## src/rtl/ifu_fetch.sv

```systemverilog
// Instruction fetch stage: issues word fetches over req/gnt/rvalid, keeps an in-order
// response queue, hands instructions to IF/ID and redirects on jump, discarding stale responses.
module ifu_fetch #(
    parameter int unsigned          PC_WIDTH    = 32,
    parameter int unsigned          INSTR_WIDTH = 32,
    parameter logic [PC_WIDTH-1:0]  RESET_PC    = '0,
    parameter int unsigned          FIFO_DEPTH  = 2
) (
    input  logic                   clk,
    input  logic                   rst,
    input  logic                   stall_i,
    input  logic                   jump_i,
    input  logic [PC_WIDTH-1:0]    jump_addr_i,
    output logic                   imem_req_o,
    output logic [PC_WIDTH-1:0]    imem_addr_o,
    input  logic                   imem_gnt_i,
    input  logic                   imem_rvalid_i,
    input  logic [INSTR_WIDTH-1:0] imem_rdata_i,
    output logic [PC_WIDTH-1:0]    if_pc_o,
    output logic [INSTR_WIDTH-1:0] if_instr_o,
    output logic                   if_valid_o,
    output logic                   dbg_state_o
);

    // Handshake: a request transfers in any cycle with imem_req_o & imem_gnt_i; responses
    // arrive in request order as imem_rvalid_i pulses; IF/ID takes the head whenever
    // if_valid_o & ~stall_i & ~jump_i.

    localparam int unsigned        PW       = $clog2(FIFO_DEPTH);
    localparam int unsigned        CW       = $clog2(FIFO_DEPTH) + 1;
    localparam logic [CW-1:0]      CNT_ONE  = CW'(1);
    localparam logic [CW-1:0]      CNT_FULL = CW'(FIFO_DEPTH);
    localparam logic [PW-1:0]      PTR_ONE  = PW'(1);
    localparam logic [PC_WIDTH-1:0] PC_STEP = PC_WIDTH'(4);
    localparam logic [INSTR_WIDTH-1:0] NOP  = INSTR_WIDTH'(32'h0000_0013);

    typedef enum logic {
        FETCH = 1'b0,
        DRAIN = 1'b1
    } state_t;

    state_t state, state_nxt;

    logic [PC_WIDTH-1:0]    fetch_pc;
    logic [PC_WIDTH-1:0]    pc_q    [FIFO_DEPTH];
    logic [INSTR_WIDTH-1:0] instr_q [FIFO_DEPTH];
    logic [FIFO_DEPTH-1:0]  has_data_q;

    logic [PW-1:0] head_ptr, alloc_ptr, fill_ptr;
    logic [CW-1:0] alloc_cnt, pending, discard_cnt, discard_nxt;
    logic [CW-1:0] redirect_base, redirect_cnt;

    logic head_valid, pop, gnt_acc, fill;
    logic unused_addr_lsb;

    assign unused_addr_lsb = ^jump_addr_i[1:0];

    assign head_valid = has_data_q[head_ptr];
    assign pop        = head_valid & ~stall_i & ~jump_i;
    assign imem_req_o = ~rst & (state == FETCH) & ~jump_i & (alloc_cnt < CNT_FULL);
    assign imem_addr_o = fetch_pc;
    assign gnt_acc    = imem_req_o & imem_gnt_i;
    // A response with nothing pending in FETCH is a protocol error and is ignored.
    assign fill       = imem_rvalid_i & (state == FETCH) & (pending != '0);

    assign if_valid_o  = head_valid;
    assign if_pc_o     = head_valid ? pc_q[head_ptr] : '0;
    assign if_instr_o  = head_valid ? instr_q[head_ptr] : NOP;
    assign dbg_state_o = (state == DRAIN);

    // Responses still owed by memory after a redirect, minus one arriving right now.
    assign redirect_base = (state == FETCH) ? pending : discard_cnt;
    assign redirect_cnt  = (imem_rvalid_i && redirect_base != '0) ? redirect_base - CNT_ONE
                                                                  : redirect_base;

    always_ff @(posedge clk) begin
        if (rst) begin
            state       <= FETCH;
            discard_cnt <= '0;
        end else begin
            state       <= state_nxt;
            discard_cnt <= discard_nxt;
        end
    end

    always_comb begin
        state_nxt   = state;
        discard_nxt = discard_cnt;
        if (jump_i) begin
            discard_nxt = redirect_cnt;
            state_nxt   = (redirect_cnt != '0) ? DRAIN : FETCH;
        end else if (state == DRAIN && imem_rvalid_i) begin
            discard_nxt = discard_cnt - CNT_ONE;
            if (discard_cnt == CNT_ONE) begin
                state_nxt = FETCH;
            end
        end
    end

    always_ff @(posedge clk) begin
        if (rst) begin
            fetch_pc   <= RESET_PC;
            head_ptr   <= '0;
            alloc_ptr  <= '0;
            fill_ptr   <= '0;
            alloc_cnt  <= '0;
            pending    <= '0;
            has_data_q <= '0;
        end else if (jump_i) begin
            fetch_pc   <= {jump_addr_i[PC_WIDTH-1:2], 2'b00};
            head_ptr   <= '0;
            alloc_ptr  <= '0;
            fill_ptr   <= '0;
            alloc_cnt  <= '0;
            pending    <= '0;
            has_data_q <= '0;
        end else begin
            if (gnt_acc) begin
                pc_q[alloc_ptr]       <= fetch_pc;
                has_data_q[alloc_ptr] <= 1'b0;
                alloc_ptr             <= alloc_ptr + PTR_ONE;
                fetch_pc              <= fetch_pc + PC_STEP;
            end
            if (fill) begin
                instr_q[fill_ptr]    <= imem_rdata_i;
                has_data_q[fill_ptr] <= 1'b1;
                fill_ptr             <= fill_ptr + PTR_ONE;
            end
            if (pop) begin
                has_data_q[head_ptr] <= 1'b0;
                head_ptr             <= head_ptr + PTR_ONE;
            end
            alloc_cnt <= alloc_cnt + (gnt_acc ? CNT_ONE : '0) - (pop ? CNT_ONE : '0);
            pending   <= pending + (gnt_acc ? CNT_ONE : '0) - (fill ? CNT_ONE : '0);
        end
    end

endmodule

```

## config.mk

```make
export PLATFORM = sky130hd
export DESIGN_NAME = ifu_fetch
export DESIGN_NICKNAME = d
export VERILOG_FILES = /design/src/rtl/ifu_fetch.sv
export SDC_FILE = /design/constraint.sdc
export NUM_CORES = 1
export LEC_CHECK = 0
export BUFFER_PORTS_ARGS = -buffer_cell sky130_fd_sc_hd__buf_2
export CAP_MARGIN = 20
export CORE_AREA = 5 5 128 130
export DETAILED_ROUTE_END_ITERATION = 10
export DIE_AREA = 0 0 133 135
export PLACE_DENSITY = 0.87
export SETUP_SLACK_MARGIN = 0.2
export SYNTH_ARGS = -nofsm -noshare
export SYNTH_HDL_FRONTEND = slang
export SYNTH_SLANG_ARGS = --single-unit
export TNS_END_PERCENT = 100
```

## constraint.sdc

```tcl
create_clock -name clk -period 3.07 [get_ports clk]
set_input_delay 0 -clock clk [delete_from_list [all_inputs] [get_ports clk]]
set_output_delay 0 -clock clk [all_outputs]
set_load 0.005 [all_outputs]
```

==> tab_implementation.tex <==
\begin{tabular}{lr}
\hline
Metric & Value \\
\hline
\multicolumn{2}{l}{\textbf{Detailed routing}} \\
Vias & 5508 \\
1st-pass router iterations & 7 \\
Number of vias per cell after detailed routing & 5.54 \\
Routed wire per std cell & 18.8 microns \\
Antenna Nets Post-Route & 0 \\
Number of remaining DRC errors & 0 \\
Number of DRC markers in iteration 0 & 481 \\
Routed wire length & 18700 microns \\
\multicolumn{2}{l}{\textbf{STA}} \\
Top achievable clock speed & 0.396 GHz \\
Count of final max-slew check failures & 0 \\
Worst-case clock skew & 0.00792 ns \\
Post-route setup TNS & 0 ns \\
RSZ-0062 raised after global routing & no \\
Number of failing hold endpoints at the final stage & 0 \\
Relative max-transition margin & 54.4\% \\
Transition time at the pin with the least slew margin & 0.682 ns \\
Crit share post-route & 82.3\% \\
Setup-failing EPs final & 0 \\
Final period demand of the worst path & 2.53 ns \\
\multicolumn{2}{l}{\textbf{Clock tree}} \\
Clock transition time at the flip-flop clock pins of the worst setup and hold paths & 0.06 ns \\
H-Tree Level Count & 4 \\
Maximum buffer depth of the clock tree & 2 \\
Latest clock arrival within the worst-skew pair & 0.42 ns \\
Number of buffers inserted to repair setup after CTS & 0 \\
Number of clock sinks seen by CTS & 167 \\
TritonCTS clock tree & done \\
TritonCTS buffer count & 17 \\
CTS root buffer & clkbuf\_16 \\
\multicolumn{2}{l}{\textbf{Worst setup path}} \\
Crit path kind & reg -> reg \\
Path depth of the worst reg2reg path & 9 \\
Largest fanout on the critical path & 14 \\
Data required, critical path & 3.35 ns \\
Worst r2r src & dbg\_state\_o \\
Worst-case register-to-register setup slack & 0.54 ns \\
Signal arrival time at the worst endpoint & 2.81 ns \\
CP Launch Type & flip-flop \\
Worst R2R End & pending[1] \\
Critical Path End Type & flip-flop \\
Launch point of the worst path & dbg\_state\_o \\
\multicolumn{2}{l}{\textbf{Global route}} \\
Vias in the first global route & 5582 \\
Global-route wire length before repair & 29700 microns \\
Total congestion overflow after global routing & 0 \\
Pin count of the biggest net entering global routing & 62 \\
Total global-route track usage & 21.2\% \\
Number of antenna violations at the first check in global routing & 0 \\
\multicolumn{2}{l}{\textbf{Floorplan}} \\
Die width & 133 microns \\
Initial cell density of the core & 48.0\% \\
Total die area & 0.0180 sq mm \\
Core area & 0.0150 sq mm \\
Row cnt & 45 \\
Number of I/O pins & 169 \\
Chip Height & 135 microns \\
\multicolumn{2}{l}{\textbf{Worst hold path}} \\
Worst Hold Path EP & dbg\_state\_o \\
Hold Path Stages & 4 \\
Hold crit path type & in -> reg \\
Hold Crit Start & imem\_rvalid\_i \\
\multicolumn{2}{l}{\textbf{Placed design}} \\
Estimated wirelength of the detail-placed design & 11400 microns \\
Area post-placement & 0.00820 sq mm \\
Number of buffers added on ports & 162 \\
Global placement routability congestion & 0.850 \\
\multicolumn{2}{l}{\textbf{Power and ir drop}} \\
Cell Pwr Density & 530 mW/mm\^{}2 \\
Maximum ir drop on the vdd rail & 0.364 mV \\
Leak Pwr & 3.65 nW \\
\multicolumn{2}{l}{\textbf{Yosys}} \\
Count of cell types in the netlist & 59 \\
Synth warn & 0 \\
Cell Area, Synth & 0.00721 sq mm \\
Cells after Synth & 572 \\
Sequential cell area fraction in the yosys report & 63.6\% \\
Most instantiated flip-flop cell in the synthesis netlist & edfxtp\_1 \\
Fraction of registers with async set/reset & 0\% \\
Synthesis-stage register bit count & 167 \\
Syn\_area\_per\_cell & 12.6 sq um \\
EDFF count, synth & 124 \\
\multicolumn{2}{l}{\textbf{Cells and area}} \\
Area growth from synthesis to layout & 30.4\% \\
Filler instances & 1074 \\
Fraction of final layout cells with drive strength greater than 1 & 28.2\% \\
Sequential cell area in the final layout & 0.00459 sq mm \\
Area of the multi-input gates & 0.00246 sq mm \\
Top library cells by usage in the layout, fill and taps aside & buf\_2, edfxtp\_1, nor2\_1, mux2i\_1, dlygate4sd3\_1 \\
Diode count & 0 \\
Final non-filler cell area & 0.00940 sq mm \\
Final net count & 870 \\
Most common cell after layout, fill and taps aside & buf\_2 \\
Utilization after layout & 62.5\% \\
\multicolumn{2}{l}{\textbf{Job}} \\
Max-capacitance violation count & 0 \\
\multicolumn{2}{l}{\textbf{Run status}} \\
Status & finished, final reports clean \\
\hline
\end{tabular}
==> per-stage QoR <==
stage / setup slack (ns) / power (mW) / std cells / hold slack (ns)
after detailed placement: 0.566 / 2.83 / 902 / 0.191
after CTS: 0.545 / 4.99 / 994 / 0.00749
final: 0.544 / 4.98 / 994 / 0.0290
after global placement: 0.654 / 2.81 / 902 / 0.188
after floorplan: 0.209 / 2.70 / 575 / 0.0989
after global routing: 0.396 / 5.15 / 994 / 0.0203
==> registers in the layout, summed over array words and instances (netlist names), named ones only <==
signal / flops
pc_q: 60
dbg_state_o: 1
alloc_ptr: 1
alloc_cnt: 2
imem_addr_o: 30
has_data_q: 2
discard_cnt: 2
pending: 2
fill_ptr: 1
instr_q: 64
head_ptr: 1
==> synth_stat cells, types with 2 or more instances <==
| library cell | number | area, sq um |
|---|---|---|
| a21oi_2 | 2 | 17.5 |
| a2bb2oi_1 | 3 | 26.3 |
| mux2_4 | 2 | 30.0 |
| nand2b_1 | 4 | 25.0 |
| xor2_1 | 14 | 123 |
| a31oi_1 | 11 | 68.8 |
| o21ai_1 | 3 | 15.0 |
| and4_1 | 2 | 17.5 |
| nand4b_1 | 2 | 17.5 |
| or3_1 | 3 | 18.8 |
| xnor2_1 | 7 | 61.3 |
| buf_4 | 4 | 30.0 |
| a211oi_1 | 9 | 67.6 |
| and3_1 | 10 | 62.6 |
| nand2_1 | 44 | 165 |
| nor4_4 | 2 | 42.5 |
| a22oi_1 | 2 | 15.0 |
| and2_1 | 8 | 50.1 |
| nand4_1 | 14 | 87.6 |
| inv_1 | 7 | 26.3 |
| edfxtp_1 | 124 | 3720 |
| buf_2 | 2 | 10.0 |
| a21oi_1 | 15 | 75.1 |
| mux2i_1 | 64 | 641 |
| ha_1 | 7 | 87.6 |
| buf_6 | 2 | 22.5 |
| nor2_1 | 83 | 312 |
| dfxtp_1 | 43 | 861 |
| nand4_2 | 2 | 25.0 |
| o21ai_0 | 4 | 20.0 |
| o22ai_1 | 4 | 25.0 |
| nor3_1 | 4 | 20.0 |
| nand3_1 | 11 | 55.1 |
| o211ai_1 | 6 | 45.0 |
| clkbuf_1 | 24 | 90.1 |
==> critical path: stages (launching register included) <==
cell and delay [ns]:
dfxtp_1 0.45, or3b_1 0.62, nor2_8 0.25, inv_2 0.16
ha_1 0.31, inv_1 0.04, ha_1 0.18, xor2_1 0.16
xnor2_1 0.14, nor2_1 0.06
==> final cells by class <==
class / instances / area share (%)
clock buffer: 19 / 4.83
clock inverter: 13 / 1.53
inverter: 9 / 0.359
multi-input combinational: 366 / 26.2
sequential: 167 / 48.8
tap: 188 / 2.50
timing repair buffer: 232 / 15.8
==> worst max-delay path by stage <==
stage | end | slack [ns] | cells after the start
after global routing | alloc_cnt[1] | 0.40 | 9
after floorplan | instr_q[0][0] | 0.21 | 4
after CTS | pending[1] | 0.54 | 9
final | pending[1] | 0.54 | 9
after detailed placement | pending[1] | 0.57 | 9
after global placement | alloc_cnt[1] | 0.65 | 9
==> cell families (layout without fill, tap and decap cells) <==
family / count (synthesis) / after routing / synth area share [%]
other: 1 / 4 / 0.0520
AOI/OAI and AO/OA: 64 / 64 / 5.88
xor gates and xnor gates: 21 / 21 / 2.55
DFF: 167 / 167 / 63.6
muxes: 66 / 66 / 9.30
buffers and inverters: 42 / 273 / 2.64
and+or+nand+nor: 204 / 204 / 14.8
adders and majority gates: 7 / 7 / 1.21
==> timing repair <==
item,4_1_cts,5_1_grt
endpoints found under the hold margin,95,0
gates resized for setup,0,0
hold buffers,60,0
==> routing by layer <==
metal / vias to the layer above / track usage [%] / routed length, microns
li1: 2539 / - / -
met1: 2627 / 25.8 / 7160
met2: 283 / 35.2 / 9390
met3: 59 / 5.03 / 1390
met4: 0 / 11.3 / 791
met5: - / 0 / 0
==> power by group <==
group	internal (mW)	switching, mW
registers	2.47	0.0694
logic	0.158	0.156
clock network	1.26	0.875
Power figures use the tool's default switching activity.
